### config.mk
export PLATFORM = sky130hd
export DESIGN_NAME = decomp_fetch_sequencer_flat
export DESIGN_NICKNAME = d
export VERILOG_FILES = /design/src/rtl/decomp_fetch_sequencer_if.sv /design/src/rtl/decomp_fetch_sequencer.sv /design/src/flat_wrapper.sv
export SDC_FILE = /design/constraint.sdc
export NUM_CORES = 1
export LEC_CHECK = 0
export ABC_AREA = 1
export BUFFER_PORTS_ARGS = -buffer_cell sky130_fd_sc_hd__buf_2
export CAP_MARGIN = 20
export CORE_ASPECT_RATIO = 1.4
export CORE_MARGIN = 1
export CORE_UTILIZATION = 45
export CTS_CLUSTER_DIAMETER = 150
export DETAILED_ROUTE_END_ITERATION = 8
export PLACE_DENSITY = 0.75
export SYNTH_ARGS = -nofsm -noshare
export SYNTH_HDL_FRONTEND = slang
export SYNTH_SLANG_ARGS = --single-unit
### constraint.sdc
create_clock -name clk -period 4.4 [get_ports clk]
set_clock_uncertainty 0.05 [all_clocks]
set_input_delay 1.32 -clock clk [delete_from_list [all_inputs] [get_ports clk]]
set_output_delay 1.32 -clock clk [all_outputs]
set_load 0.03 [all_outputs]
### src/rtl/decomp_fetch_sequencer_if.sv
// CPU fetch, compressed-memory and token-table signal bundle for decomp_fetch_sequencer.
// master = the sequencer; slave = the CPU/memory/table side that answers it.
interface decomp_fetch_sequencer_if #(
  parameter int WIDTH = 32
);
  logic             cpu_req;
  logic [WIDTH-1:0] pc_cpu;
  logic             cpu_busy;
  logic             resp_valid;
  logic [WIDTH-1:0] instr_out;
  logic             mem_req;
  logic [WIDTH-1:0] mem_addr;
  logic             mem_valid;
  logic [WIDTH-1:0] mem_rdata;
  logic             tbl_rd;
  logic [WIDTH-1:0] tbl_addr;
  logic [WIDTH-1:0] tbl_data1;
  logic [WIDTH-1:0] tbl_data2;

  modport master (
    input  cpu_req, pc_cpu, mem_valid, mem_rdata, tbl_data1, tbl_data2,
    output cpu_busy, resp_valid, instr_out, mem_req, mem_addr, tbl_rd, tbl_addr
  );

  modport slave (
    output cpu_req, pc_cpu, mem_valid, mem_rdata, tbl_data1, tbl_data2,
    input  cpu_busy, resp_valid, instr_out, mem_req, mem_addr, tbl_rd, tbl_addr
  );
endinterface

### src/rtl/decomp_fetch_sequencer.sv
// Compressed-fetch sequencer: plain word answers 1 cycle after mem_valid, token 2, held half 1 cycle after cpu_req.
// CPU requests are ignored while cpu_busy; memory is waited on indefinitely. DECOMP_STATS_EN adds token/redirect counters.
module decomp_fetch_sequencer #(
  parameter int                    WIDTH      = 32,
  parameter int                    PCADD      = 4,
  parameter int                    ENCODE_LEN = 4,
  parameter logic [ENCODE_LEN-1:0] OPCODE     = 4'b1111
) (
  input  logic                    clk,
  input  logic                    reset,
  decomp_fetch_sequencer_if.master bus
`ifdef DECOMP_STATS_EN
  ,
  output logic [15:0]             stat_tokens,
  output logic [15:0]             stat_redirects
`endif
);

  typedef enum logic [1:0] {IDLE, FETCH, LOOKUP} state_t;

  localparam logic [WIDTH-1:0] INC = WIDTH'(PCADD);

  state_t           state, state_nxt;
  logic [WIDTH-1:0] cpc, pc_req, exp_pc, held;
  logic             exp_valid, held_valid;
  logic             req_take, hit_held, hit_seq, redirect, is_token, fetch_done;

  assign req_take   = (state == IDLE) && bus.cpu_req;
  assign hit_held   = held_valid && (bus.pc_cpu == exp_pc);
  assign hit_seq    = exp_valid && (bus.pc_cpu == exp_pc);
  assign redirect   = req_take && !hit_held && !hit_seq;
  assign is_token   = (bus.mem_rdata[WIDTH-1 -: ENCODE_LEN] == OPCODE);
  assign fetch_done = (state == FETCH) && bus.mem_valid;

  always_ff @(posedge clk) begin
    if (reset) state <= IDLE;
    else       state <= state_nxt;
  end

  always_comb begin
    state_nxt = state;
    case (state)
      IDLE:    if (bus.cpu_req && !hit_held) state_nxt = FETCH;
      FETCH:   if (bus.mem_valid) state_nxt = is_token ? LOOKUP : IDLE;
      LOOKUP:  state_nxt = IDLE;
      default: state_nxt = IDLE;
    endcase
  end

  always_comb begin
    bus.cpu_busy = (state != IDLE);
    bus.mem_req  = 1'b0;
    bus.mem_addr = '0;
    bus.tbl_rd   = 1'b0;
    bus.tbl_addr = '0;
    if (state == FETCH) begin
      bus.mem_req  = 1'b1;
      bus.mem_addr = cpc;
      // Table strobe fires in the same cycle the token word arrives; data is read in LOOKUP.
      if (bus.mem_valid && is_token) begin
        bus.tbl_rd   = 1'b1;
        bus.tbl_addr = bus.mem_rdata;
      end
    end
  end

  always_ff @(posedge clk) begin
    if (reset) begin
      cpc            <= '0;
      pc_req         <= '0;
      exp_pc         <= '0;
      exp_valid      <= 1'b0;
      held           <= '0;
      held_valid     <= 1'b0;
      bus.resp_valid <= 1'b0;
      bus.instr_out  <= '0;
    end else begin
      bus.resp_valid <= 1'b0;
      case (state)
        IDLE: begin
          if (req_take) begin
            pc_req <= bus.pc_cpu;
            if (hit_held) begin
              bus.instr_out  <= held;
              bus.resp_valid <= 1'b1;
              held_valid     <= 1'b0;
              exp_pc         <= bus.pc_cpu + INC;
            end else if (redirect) begin
              cpc        <= bus.pc_cpu;
              held_valid <= 1'b0;
            end
          end
        end
        FETCH: begin
          if (fetch_done && !is_token) begin
            bus.instr_out  <= bus.mem_rdata;
            bus.resp_valid <= 1'b1;
            cpc            <= cpc + INC;
            exp_pc         <= pc_req + INC;
            exp_valid      <= 1'b1;
          end
        end
        LOOKUP: begin
          // Expansions are delivered verbatim even if they look like tokens themselves.
          bus.instr_out  <= bus.tbl_data1;
          bus.resp_valid <= 1'b1;
          held           <= bus.tbl_data2;
          held_valid     <= 1'b1;
          cpc            <= cpc + INC;
          exp_pc         <= pc_req + INC;
          exp_valid      <= 1'b1;
        end
        default: ;
      endcase
    end
  end

`ifdef DECOMP_STATS_EN
  always_ff @(posedge clk) begin
    if (reset) begin
      stat_tokens    <= '0;
      stat_redirects <= '0;
    end else begin
      if (fetch_done && is_token && (stat_tokens != 16'hFFFF))
        stat_tokens <= stat_tokens + 16'd1;
      if (redirect && (stat_redirects != 16'hFFFF))
        stat_redirects <= stat_redirects + 16'd1;
    end
  end
`endif

endmodule

### src/flat_wrapper.sv
// flat-port wrapper written by rule: the top's interface ports become plain ports
module decomp_fetch_sequencer_flat 
#(
  parameter int                    WIDTH      = 32,
  parameter int                    PCADD      = 4,
  parameter int                    ENCODE_LEN = 4,
  parameter logic [ENCODE_LEN-1:0] OPCODE     = 4'b1111
)
  (clk, reset, bus_cpu_req, bus_pc_cpu, bus_mem_valid, bus_mem_rdata, bus_tbl_data1, bus_tbl_data2, bus_cpu_busy, bus_resp_valid, bus_instr_out, bus_mem_req, bus_mem_addr, bus_tbl_rd, bus_tbl_addr);
  decomp_fetch_sequencer_if #(.WIDTH(WIDTH)) bus_i ();
  input  logic clk;
  input  logic reset;
  input wire logic [$bits(bus_i.cpu_req)-1:0] bus_cpu_req;
  input wire logic [$bits(bus_i.pc_cpu)-1:0] bus_pc_cpu;
  input wire logic [$bits(bus_i.mem_valid)-1:0] bus_mem_valid;
  input wire logic [$bits(bus_i.mem_rdata)-1:0] bus_mem_rdata;
  input wire logic [$bits(bus_i.tbl_data1)-1:0] bus_tbl_data1;
  input wire logic [$bits(bus_i.tbl_data2)-1:0] bus_tbl_data2;
  output wire logic [$bits(bus_i.cpu_busy)-1:0] bus_cpu_busy;
  output wire logic [$bits(bus_i.resp_valid)-1:0] bus_resp_valid;
  output wire logic [$bits(bus_i.instr_out)-1:0] bus_instr_out;
  output wire logic [$bits(bus_i.mem_req)-1:0] bus_mem_req;
  output wire logic [$bits(bus_i.mem_addr)-1:0] bus_mem_addr;
  output wire logic [$bits(bus_i.tbl_rd)-1:0] bus_tbl_rd;
  output wire logic [$bits(bus_i.tbl_addr)-1:0] bus_tbl_addr;
  assign bus_i.cpu_req = bus_cpu_req;
  assign bus_i.pc_cpu = bus_pc_cpu;
  assign bus_i.mem_valid = bus_mem_valid;
  assign bus_i.mem_rdata = bus_mem_rdata;
  assign bus_i.tbl_data1 = bus_tbl_data1;
  assign bus_i.tbl_data2 = bus_tbl_data2;
  assign bus_cpu_busy = bus_i.cpu_busy;
  assign bus_resp_valid = bus_i.resp_valid;
  assign bus_instr_out = bus_i.instr_out;
  assign bus_mem_req = bus_i.mem_req;
  assign bus_mem_addr = bus_i.mem_addr;
  assign bus_tbl_rd = bus_i.tbl_rd;
  assign bus_tbl_addr = bus_i.tbl_addr;
  decomp_fetch_sequencer #(.WIDTH(WIDTH), .PCADD(PCADD), .ENCODE_LEN(ENCODE_LEN), .OPCODE(OPCODE)) u_core (.clk(clk), .reset(reset), .bus(bus_i));
endmodule
======== After elaboration in Yosys (flattened, before gate mapping) ========
Cells that the tools add are included.
cells by class
  reduce and logical (&&, ||, !) cells .... 23
  eq/ne operators ......................... 12
  add/subtract/negate cells ............... 3
  multiplexer cells ....................... 33
operators with widths
  operator                 count
  $mux W32                 13
  $pmux W32 S3             3
  $add A32 B3 Y32 const B  3
  $eq A32 B32 Y1           1
  $mux W1                  10
  $logic_and A1 B1 Y1      9
  $ne A2 B2 Y1 const B     4
  $mux W2                  3
  $ne A2 B1 Y1 const B     3
  $reduce_and A2 Y1        3
  $reduce_bool A2 Y1       3
  $reduce_and A5 Y1        1
  $eq A4 B4 Y1 const B     1
  $pmux W1 S2              2
  $pmux W2 S2              1
  $reduce_and A4 Y1        1
  $logic_not A1 Y1         3
  $ne A3 B1 Y1 const B     1
  $pmux W1 S3              1
  $reduce_and A3 Y1        1
  $reduce_bool A3 Y1       1
  $eq A2 B1 Y1 const B     1
  $eq A2 B2 Y1 const B     1
  $logic_not A2 Y1         1
word-level totals
  bits in registers ....................... 165
  logic and storage cells ................. 80
  output and inout bits ................... 100
  input bits .............................. 132

======== Logic depth before layout (Yosys ltp) ========
Gate-level depths: netlist of run 1.
  depth in word-level cells ............... 9
  depth in mapped cells ................... 17
  depth with buffers taken out ............ 15

======== Least setup slack after synthesis of run 1 ========
No wires, ideal clock.
  path kind ............................... input to output
  start ................................... in bus_mem_rdata[31]
  end ..................................... out bus_tbl_addr[10]
  cell stages on the path ................. 5
  arrival time ............................ 3.200 ns
  data required time ...................... 3.030 ns
  path slack .............................. -0.170 ns
  path through ............................ nand4_1 > nor3_1 > inv_2 > buf_1 > nor2_1
between the ends
  cells in the longest elaborated chain, start to end .. 4
RTL lines
  item                 RTL line                      RTL
  start, declared      flat_wrapper.sv:16            input wire logic [$bits(bus_i.mem_rdata)-1:0] bus_mem_rdata;
  $eq A4 B4 Y1         decomp_fetch_sequencer.sv:32  assign is_token = (bus.mem_rdata[WIDTH-1 -: ENCODE_LEN] == OPCODE);
  $logic_and A1 B1 Y1  decomp_fetch_sequencer.sv:60  if (bus.mem_valid && is_token) begin
  $mux W32             decomp_fetch_sequencer.sv:60
  $mux W32             decomp_fetch_sequencer.sv:56  if (state == FETCH) begin
  end, declared        flat_wrapper.sv:25            output wire logic [$bits(bus_i.tbl_addr)-1:0] bus_tbl_addr;
No other way between the ends.

======== Worst setup path after layout of run 1 ========
  start ................................... in bus_mem_rdata[31]
  end ..................................... out bus_tbl_addr[19]
The elaborated chain is that of the path after synthesis.

==> summary.txt, run 1 <==
Status
  • Outcome: finished, final reports clean

Pwr
  • PD cells: 331 nW/um2
  • Clk pwr share: 0.412
  • Logic pwr share: 0.174
  • Net Sw Frac: 0.318
  • Register share of total power: 0.415
  • P_sw: 0.00124 W
  • Cell-internal power: 0.00265 W
  • Static leakage: 5.69 nW
  • VDD IR max: 0.270 mV

Clocking
  • CTS max path bufs: 2
  • Clock root buffer: clkbuf_16
  • Hold buffer count at CTS: 0
  • Cts repair resizes: 0
  • Post-CTS setup buffers: 0
  • Num CTS Buffers: 17
  • Clock latency on the worst-skew pair: 0.44 ns
  • Clock sinks: 165
  • TritonCTS clock tree: done
  • Clk slew on worst S/H paths: 0.08 ns
  • # H-tree levels: 4

STA
  • Unrepaired setup endpoints after global routing: false
  • Hold Fails Final Rpt: 0
  • Worst slew margin: 0.479
  • Fraction of the cycle the final worst path needs: 0.896
  • Final Critical Period: 3.94 ns
  • Fin. max-slew vios: 0
  • Setup Viol. Count Final: 0
  • Actual slew at the worst max-slew pin: 0.782 ns
  • Fmax: 254 MHz
  • Setup TNS Final: 0 ns

Setup path
  • Delay-heaviest family, CP: simple AND/OR/NAND/NOR gates
  • CP Buf/Inv Count: 3
  • Setup CP Type: input port to output port
  • Worst Setup End Kind: output port
  • Max FO, Critical Path: 28
  • Nature of the critical path startpoint: input port
  • Worst EP arrival: 2.57 ns
  • WP data required: 3.03 ns
  • Crit-path max cell delay: 0.30 ns
  • CP cell instances: buf_2 -> nand4_1 -> nor3_2 -> inv_2 -> nor2_1 -> buf_2
  • Worst path slowest cell: nor3_2
  • Most used cell, CP: buf_2

Logic synthesis
  • Library cells used by synthesis: 39
  • Syn nets: 1,737
  • Mux contribution to synthesized area: 0
  • Synth Instances: 1,599
  • Largest family of logic cells by synthesized area: simple AND/OR/NAND/NOR gates
  • Number of enable flip-flop cells after synthesis: 0
  • YS warnings: 0
  • Post-Synth XOR/XNOR Area: 0.0524
  • Synth Area per Inst: 6.17 um2
  • #FFs+latches synth: 165
  • FFs w/ async S/R, synth: 0
  • Cell Area, Synth: 9860 um2
  • Synth Flop Type: dfxtp_1
  • Post-Synth Simple-Gate Area: 0.363
  • Post-synthesis compound-gate area fraction: 0.139
  • Register area share after synthesis: 0.335
  • Adder-cell area share of the yosys netlist: 0.00761

Hold path
  • Worst min path class: flop to flop

Final layout
  • Final Non-Filler Cells: 2,083
  • Layout cells sized above 1: 0.190
  • Syn-to-layout area delta: 19.0%
  • Commonest non-fill, non-tap cell in the layout: nand2_1
  • Final net count: 1,914
  • Most frequent cells in the layout: 447 x nand2_1, 238 x nor2_1, 231 x buf_2

Die
  • Starting Density: 0.462
  • CORE AREA: 21,400 um2
  • Core Rows: 63
  • Die H: 177 um
  • Io pins: 232
  • Die Span X: 127 um
  • Total die area: 22,500 um2

Global routing
  • Total track usage: 0.280
  • Vias in the first global route: 9,973
  • Largest net degree at the start of global routing: 70
  • Grt ovf: 0
  • First-pass GRT wire length: 49,300 um
  • Initial antenna violation count: 2

Drt
  • Vias per std cell: 5.15
  • Vias: 10,700
  • DRC: 0
  • WL per Instance: 15.2 um
  • WL final: 31,600 um
  • Routed Antenna Nets: 0
  • DRT Pass-1 Iters: 5
  • DRT iter0 DRCs: 826

Run
  • Max cap viols: 0

Placement
  • Gpl congestion: 0.939
  • Number of port buffers: 231
  • Placed Cells: 2,049
  • Final HPWL DP: 22,300 um
-- metrics by stage --
stage / hold slack, ns / area, um2 / power, W / utilization / worst slack [ns]
3_5_place_dp: 0.399 / 11100 / 0.00231 / 0.520 / 0.480
4_1_cts: 0.411 / 11700 / 0.00390 / 0.549 / 0.472
2_1_floorplan: 0.393 / 9870 / 0.00209 / - / 0.174
5_1_grt: 0.425 / 11700 / 0.00405 / 0.550 / 0.338
3_3_place_gp: 0.395 / 11100 / 0.00230 / 0.520 / 0.588
6_report: 0.409 / 11700 / 0.00388 / 0.550 / 0.457
-- worst paths after layout --
| check | from | endpoint | slack [ns] | cells past startpoint |
|---|---|---|---|---|
| setup / recovery | bus_mem_rdata[31] | bus_tbl_addr[19] | 0.46 | 6 |
| hold / removal | u_core.bus.instr_out[30] | u_core.bus.instr_out[30] | 0.41 | 2 |
| setup reg to reg | u_core.state[0] | u_core.exp_pc[28] | 1.04 | 15 |
| hold reg to reg | u_core.bus.instr_out[30] | u_core.bus.instr_out[30] | 0.41 | 2 |
-- kinds of logic after synthesis --
kind of cell               count (synthesis)
buffers and inverters                    243
xor gates and xnor gates                  59
AOI/OAI and AO/OA                        270
adders and majority gates                  6
and+or+nand+nor                          856
DFF                                      165
-- power groups by stage --
stage	Sequential (W)	Clock, W	Combinational, W
4_1_cts	0.00161	0.00162	0.000673
5_1_grt	0.00162	0.00168	0.000747
6_report	0.00161	0.00160	0.000675
2_1_floorplan	0.00163	0	0.000456
3_5_place_dp	0.00164	0	0.000669
3_3_place_gp	0.00164	0	0.000664
-- worst min-delay path, delay by kind of cell, from the launching register on --
family / cells / cell delay [ns]
AO/OA/AOI/OAI: 1 / 0.05
flip-flops: 1 / 0.31
AND/OR/NAND/NOR: 1 / 0.06
-- state kept, by name, summed over array words and instances (netlist names) --
name and cells:
u_core.bus.instr_out 32, u_core.bus.resp_valid 1, u_core.cpc 32, u_core.exp_pc 32
u_core.exp_valid 1, u_core.held 32, u_core.held_valid 1, u_core.pc_req 32
u_core.state 2
-- final cells by class --
type	instances	area [um2]
clock buffers	18	439
fillers	2153	9620
clock inverters	14	181
diodes	2	5.00
well taps	292	365
flip-flops and latches	165	3300
multi-input cells	1191	5580
inverters	154	581
repair buffers	247	1290
-- routing by layer --
layer / up-vias / GRT usage / wire length [um]
li1: 5396 / - / -
met4: 0 / 0.133 / 1020
met2: 435 / 0.519 / 16100
met1: 4836 / 0.309 / 12400
met3: 67 / 0.0463 / 2120
met5: - / 0 / 0
-- cell usage after synthesis, drive strengths merged (2+ instances only) --
library cell  count  area, um2
clkinv            2       7.51
nor2            249        977
or2               2       15.0
nand3            90        460
nand2           471       1840
dfxtp           165       3300
o21ai            99        503
clkbuf           57        214
a21oi           167        836
xnor2            24        210
inv             152        573
ha                6       75.1
nor3             27        166
buf              32        221
nand4            16        121
xor2             35        307
(Power assumes the default switching activity.)
==> inputs of run 2 (changes only) <==
--- a/config.mk
+++ b/config.mk
@@ -9,7 +9,7 @@
 export BUFFER_PORTS_ARGS = -buffer_cell sky130_fd_sc_hd__buf_2
 export CAP_MARGIN = 20
 export CORE_ASPECT_RATIO = 1.4
-export CORE_MARGIN = 1
+export CORE_MARGIN = 2
 export CORE_UTILIZATION = 45
 export CTS_CLUSTER_DIAMETER = 150
 export DETAILED_ROUTE_END_ITERATION = 8
==> constraint.sdc (replaced) <==
create_clock -name clk -period 4.4 [get_ports clk]
set_clock_uncertainty 0.05 [all_clocks]
set_input_delay 1.32 -clock clk [delete_from_list [all_inputs] [get_ports clk]]
set_output_delay 1.32 -clock clk [all_outputs]
set_load 0.1 [all_outputs]
==> summary.txt, run 2 (same netlist as run 1, synthesis figures left out) <==
Status
  • Outcome: finished, final reports clean

STA
  • Hold Fails Final Rpt: 0 (unchanged)
  • Fmax: 245 MHz (-3.3%)
  • Worst slew margin: 0.329 (-0.150)
  • Final Critical Period: 4.08 ns (+0.136 ns)
  • Unrepaired setup endpoints after global routing: false
  • Setup Viol. Count Final: 0 (unchanged)
  • Fraction of the cycle the final worst path needs: 0.927 (+0.0309)
  • Actual slew at the worst max-slew pin: 1.01 ns (+0.225 ns)
  • Final setup margin: 0.321 ns (-0.136 ns)
  • Fin. max-slew vios: 0 (unchanged)

Setup path
  • Reg-to-reg startpoint: u_core.state[0]
  • WP data required: 3.03 ns (about the same)
  • Worst Setup End Kind: output port
  • Worst EP arrival: 2.71 ns (+0.14 ns)
  • CP Capture Point: bus_tbl_addr[10]
  • Setup CP Type: input port to output port
  • Nature of the critical path startpoint: input port
  • Critical path origin: bus_mem_rdata[30]
  • Max FO, Critical Path: 28 (unchanged)
  • FF-to-FF path depth: 13 (-2)
  • RR Endpoint: u_core.exp_pc[29]
  • FF-to-FF setup slack: 1.15 ns (+0.11 ns)

Clocking
  • TritonCTS clock tree: done
  • Post-CTS setup buffers: 0 (unchanged)
  • Clk slew on worst S/H paths: 0.06 ns (-0.02 ns)
  • Cts repair resizes: 0 (unchanged)
  • Hold buffer count at CTS: 0 (unchanged)
  • Clock root buffer: clkbuf_16
  • # H-tree levels: 4 (unchanged)
  • Clock sinks: 165 (unchanged)
  • Clock latency on the worst-skew pair: 0.43 ns (about the same)
  • CTS max path bufs: 2 (unchanged)
  • Num CTS Buffers: 17 (unchanged)

Global routing
  • Grt ovf: 0 (unchanged)
  • Vias in the first global route: 10,600 (+6.4%)
  • Initial antenna violation count: 1 (-1)
  • First-pass GRT wire length: 51,100 um (+3.6%)
  • Grt met2 use: 0.501 (-0.0177)
  • Largest net degree at the start of global routing: 82 (+17%)
  • Total track usage: 0.278 (-0.00210)
  • M3 GR Usage: 0.0636 (+0.0173)
  • Met1 Track Usage GR: 0.309 (about the same)
  • GRT busiest layer: met2

Final layout
  • Layout cells sized above 1: 0.206 (+0.0161)
  • Final net count: 1,915 (+0.052%)
  • Fill cells: 2,128 (-1.2%)
  • Syn-to-layout area delta: 25.7%
  • Commonest non-fill, non-tap cell in the layout: nand2_1
  • Most frequent cells in the layout: 447 x nand2_1, 210 x nor2_1, 203 x buf_2

Placement
  • Gpl congestion: 0.919 (-2.2%)
  • Number of port buffers: 231 (unchanged)
  • Pre-CTS setup slack: 0.358 ns (-0.122 ns)
  • Final HPWL DP: 23,100 um (+3.4%)

Drt
  • WL per Instance: 15.4 um (+1.6%)
  • DRT iter0 DRCs: 651 (-21%)
  • DRC: 0 (unchanged)
  • Vias: 10,900 (+1.2%)
  • Routed Antenna Nets: 0 (unchanged)
  • DRT Pass-1 Iters: 7 (+2)
  • Vias per std cell: 5.20 (+0.91%)
  • WL final: 32,200 um (+1.8%)

Die
  • Die Span X: 129 um (+1.6%)
  • CORE AREA: 21,700 um2 (+1.6%)
  • Total die area: 23,100 um2 (+2.7%)
  • Io pins: 232 (unchanged)
  • Core Rows: 64 (+1.6%)
  • Starting Density: 0.455 (-0.00722)
  • Die H: 179 um (+1.1%)

Pwr
  • Overall power: 0.00402 W (+3.4%)
  • PD cells: 324 nW/um2 (-2.1%)
  • Static leakage: 5.78 nW (+1.5%)
  • VDD IR max: 0.272 mV (+0.83%)

Hold path
  • Worst min path class: flop to flop
  • Hold Path Depth: 2 (unchanged)

Run
  • Max cap viols: 0 (unchanged)
[run 2: where the power goes]
| group | leakage [nW] | total (W) | internal [W] | switching [W] |
|---|---|---|---|---|
| sequential | 1.34 | 0.00161 | 0.00156 | 0.0000557 |
| combinational | 4.12 | 0.000754 | 0.000213 | 0.000541 |
| clock | 0.316 | 0.00165 | 0.000969 | 0.000683 |
[run 2: worst min-delay path by stage]
stage / start / end / slack [ns]
floorplan: u_core.exp_valid / u_core.exp_valid / 0.39
global placement: u_core.bus.instr_out[7] / u_core.bus.instr_out[7] / 0.40
detailed placement: u_core.bus.instr_out[4] / u_core.bus.instr_out[4] / 0.40
CTS: u_core.bus.instr_out[4] / u_core.bus.instr_out[4] / 0.41
global route: u_core.bus.instr_out[17] / u_core.bus.instr_out[17] / 0.43
finish: u_core.bus.instr_out[4] / u_core.bus.instr_out[4] / 0.41
[run 2: area by class of cell]
type / instances / area, um2 / area share
Clock inverter: 15 / 215 / 0.0174
Antenna cell: 1 / 2.50 / 0.000202
Sequential cell: 165 / 3300 / 0.266
Inverter: 154 / 586 / 0.0472
Multi-Input combinational cell: 1191 / 5800 / 0.467
Clock buffer: 17 / 425 / 0.0343
Tap cell: 297 / 372 / 0.0300
Timing Repair Buffer: 248 / 1700 / 0.137
[run 2: metrics by stage]
| step | area (um2) | hold WS (ns) | std cells | util | TNS [ns] |
|---|---|---|---|---|---|
| after detailed placement | 11800 | 0.401 | 2055 | 0.542 | 0 |
| after global placement | 11800 | 0.396 | 2055 | 0.542 | 0 |
| final | 12400 | 0.408 | 2088 | 0.572 | 0 |
| after CTS | 12400 | 0.411 | 2087 | 0.571 | 0 |
| after global routing | 12400 | 0.431 | 2088 | 0.572 | 0 |
| after floorplan | 10100 | 0.393 | 1599 | - | -11.36 |
[run 2: worst max-delay path: stages]
cell and delay [ns]:
buf_2 0.09, nand4_1 0.28, nor3_4 0.35, inv_6 0.25, nor2_4 0.20, buf_12 0.18
[run 2: per-layer routing]
metal  part of all wire  routed length (um)
met4              0.036                1160
met2               0.51               16400
met1               0.38               12300
met5                  0                   0
met3              0.072                2320
==> inputs of run 3 (changes only) <==
--- a/config.mk
+++ b/config.mk
@@ -11,7 +11,8 @@
 export CORE_ASPECT_RATIO = 1.4
 export CORE_MARGIN = 2
 export CORE_UTILIZATION = 45
-export CTS_CLUSTER_DIAMETER = 150
+export CTS_BUF_LIST = sky130_fd_sc_hd__clkbuf_8
+export CTS_CLUSTER_DIAMETER = 60
 export DETAILED_ROUTE_END_ITERATION = 8
 export PLACE_DENSITY = 0.75
 export SYNTH_ARGS = -nofsm -noshare
==> summary.txt, run 3 (same netlist as run 1, synthesis figures left out) <==
Pwr
  • Register share of total power: 0.444 (+0.043)
  • VDD IR max: 0.183 mV (-33%)
  • Net Sw Frac: 0.338 (+0.0195)
  • Overall power: 0.00363 W (-9.6%)
  • PD cells: 297 nW/um2 (-8.2%)
  • Static leakage: 5.69 nW (-1.5%)
  • Cell-internal power: 0.00240 W (-12%)
  • Clk pwr share: 0.349 (-0.062)
  • P_sw: 0.00123 W (-4.1%)
  • Logic pwr share: 0.207 (+0.019)

Drt
  • M1 wire length: 12,100 um (-2.0%)
  • Vias: 10,900 (+0.14%)
  • WL per Instance: 15.3 um (-0.49%)
  • Met2 WL post-DR: 16,300 um (-0.59%)
  • DRC: 0 (unchanged)
  • DRT iter0 DRCs: 709 (+8.9%)
  • Vias per std cell: 5.20 (about the same)
  • Routed met3 length: 2420 um (+4.3%)
  • Routed Antenna Nets: 0 (unchanged)
  • Max Used Layer: met4
  • DRT Pass-1 Iters: 5 (-2)
  • WL final: 32,100 um (-0.44%)

Setup path
  • Worst EP arrival: 2.71 ns (about the same)
  • Setup CP Type: input port to output port
  • WP data required: 3.03 ns (about the same)
  • Max FO, Critical Path: 28 (unchanged)
  • FF-to-FF path depth: 13 (unchanged)
  • Critical path origin: bus_mem_rdata[30]
  • RR Endpoint: u_core.exp_pc[29]
  • Worst path slowest cell: nor3_4
  • CP Capture Point: bus_tbl_addr[16]
  • Reg-to-reg startpoint: u_core.state[0]
  • FF-to-FF setup slack: 1.12 ns (-0.03 ns)
  • CP cell instances: buf_2 -> nand4_1 -> nor3_4 -> inv_6 -> nor2_4 -> buf_12
  • Nature of the critical path startpoint: input port
  • Worst Setup End Kind: output port
  • Crit-path max cell delay: 0.35 ns (about the same)

Final layout
  • Final net count: 1,915 (unchanged)
  • Syn-to-layout area delta: 23.8%
  • Layout cells sized above 1: 0.206 (unchanged)
  • Final Non-Filler Cells: 2,089 (+0.048%)
  • Cell area after layout: 12,200 um2 (-1.5%)
  • Commonest non-fill, non-tap cell in the layout: nand2_1
  • Most frequent cells in the layout: 447 x nand2_1, 210 x nor2_1, 203 x buf_2
  • Core Util, Final: 0.563 (-0.00871)

STA
  • Unrepaired setup endpoints after global routing: false
  • Setup Viol. Count Final: 0 (unchanged)
  • Actual slew at the worst max-slew pin: 1.02 ns (+0.0164 ns)
  • Worst slew margin: 0.318 (-0.0109)
  • Hold Fails Final Rpt: 0 (unchanged)
  • Setup TNS Final: 0 ns (unchanged)
  • Fin. max-slew vios: 0 (unchanged)
  • Final Critical Period: 4.08 ns (+0.00554 ns)
  • Fmax: 245 MHz (-0.14%)
  • Fraction of the cycle the final worst path needs: 0.928 (+0.00126)

Die
  • Die H: 179 um (unchanged)
  • CORE AREA: 21,700 um2 (unchanged)
  • Io pins: 232 (unchanged)
  • Core Rows: 64 (unchanged)
  • Total die area: 23,100 um2 (unchanged)
  • Starting Density: 0.455 (unchanged)
  • Die Span X: 129 um (unchanged)

Global routing
  • Grt ovf: 0 (unchanged)
  • Initial antenna violation count: 1 (unchanged)
  • Vias in the first global route: 10,500 (-0.84%)
  • Total track usage: 0.277 (-0.00135)
  • First-pass GRT wire length: 50,600 um (-1.0%)
  • Largest net degree at the start of global routing: 82 (unchanged)

Clocking
  • Clock root buffer: clkbuf_8
  • # H-tree levels: 4 (unchanged)
  • Clock latency on the worst-skew pair: 0.47 ns (+0.04 ns)
  • Hold buffer count at CTS: 0 (unchanged)
  • Cts repair resizes: 0 (unchanged)
  • CTS max path bufs: 2 (unchanged)
  • Post-CTS setup buffers: 0 (unchanged)
  • Num CTS Buffers: 17 (unchanged)
  • TritonCTS clock tree: done
  • Clk slew on worst S/H paths: 0.09 ns (+0.03 ns)
  • Clock sinks: 165 (unchanged)

Placement
  • Placed Cells: 2,055 (unchanged)
  • Number of port buffers: 231 (unchanged)
  • Placed Area: 11,800 um2 (unchanged)
  • Gpl congestion: 0.919 (unchanged)
  • Final HPWL DP: 23,100 um (unchanged)

Hold path
  • Worst min path class: flop to flop

Status
  • Outcome: finished, final reports clean

Run
  • Max cap viols: 0 (unchanged)
## run 3: cell type report
| type | count | area (um2) |
|---|---|---|
| antenna | 2 | 5.00 |
| clock buffer | 17 | 234 |
| clock inverter | 15 | 215 |
| fill | 2157 | 9490 |
| inverter | 154 | 586 |
| multi-input combinational | 1191 | 5800 |
| sequential | 165 | 3300 |
| tap | 297 | 372 |
| timing repair buffer | 248 | 1700 |
## run 3: metrics by stage
stage | setup slack [ns] | hold WS, ns
global placement | 0.455 | 0.396
floorplan | -0.617 | 0.393
CTS | 0.353 | 0.415
detailed placement | 0.358 | 0.401
global route | 0.277 | 0.436
finish | 0.315 | 0.413
## run 3: worst min path at each step
stage          slack, ns                    start                       to  depth (start not counted)
5_1_grt             0.44  u_core.bus.instr_out[4]  u_core.bus.instr_out[4]                          2
4_1_cts             0.42  u_core.bus.instr_out[4]  u_core.bus.instr_out[4]                          2
3_5_place_dp        0.40  u_core.bus.instr_out[4]  u_core.bus.instr_out[4]                          2
6_report            0.41  u_core.bus.instr_out[4]  u_core.bus.instr_out[4]                          2
2_1_floorplan       0.39         u_core.exp_valid         u_core.exp_valid                          2
3_3_place_gp        0.40  u_core.bus.instr_out[7]  u_core.bus.instr_out[7]                          2
## run 3: power groups by stage
stage	clock [W]	sequential, W	combinational (W)
finish	0.00127	0.00161	0.000753
global route	0.00135	0.00162	0.000828
CTS	0.00129	0.00161	0.000749
detailed placement	0	0.00164	0.000746
global placement	0	0.00164	0.000737
floorplan	0	0.00165	0.000525
## run 3: critical path: cells and delay by family
family	cells	cell delay, ns
and+or+nand+nor	3	0.82
buffers and inverters	3	0.54
## run 3: per-layer routing
layer,global-route usage,vias to the layer above
li1,-,5397
met3,0.0639,93
met1,0.306,4919
met4,0.135,0
met5,0,-
met2,0.493,464
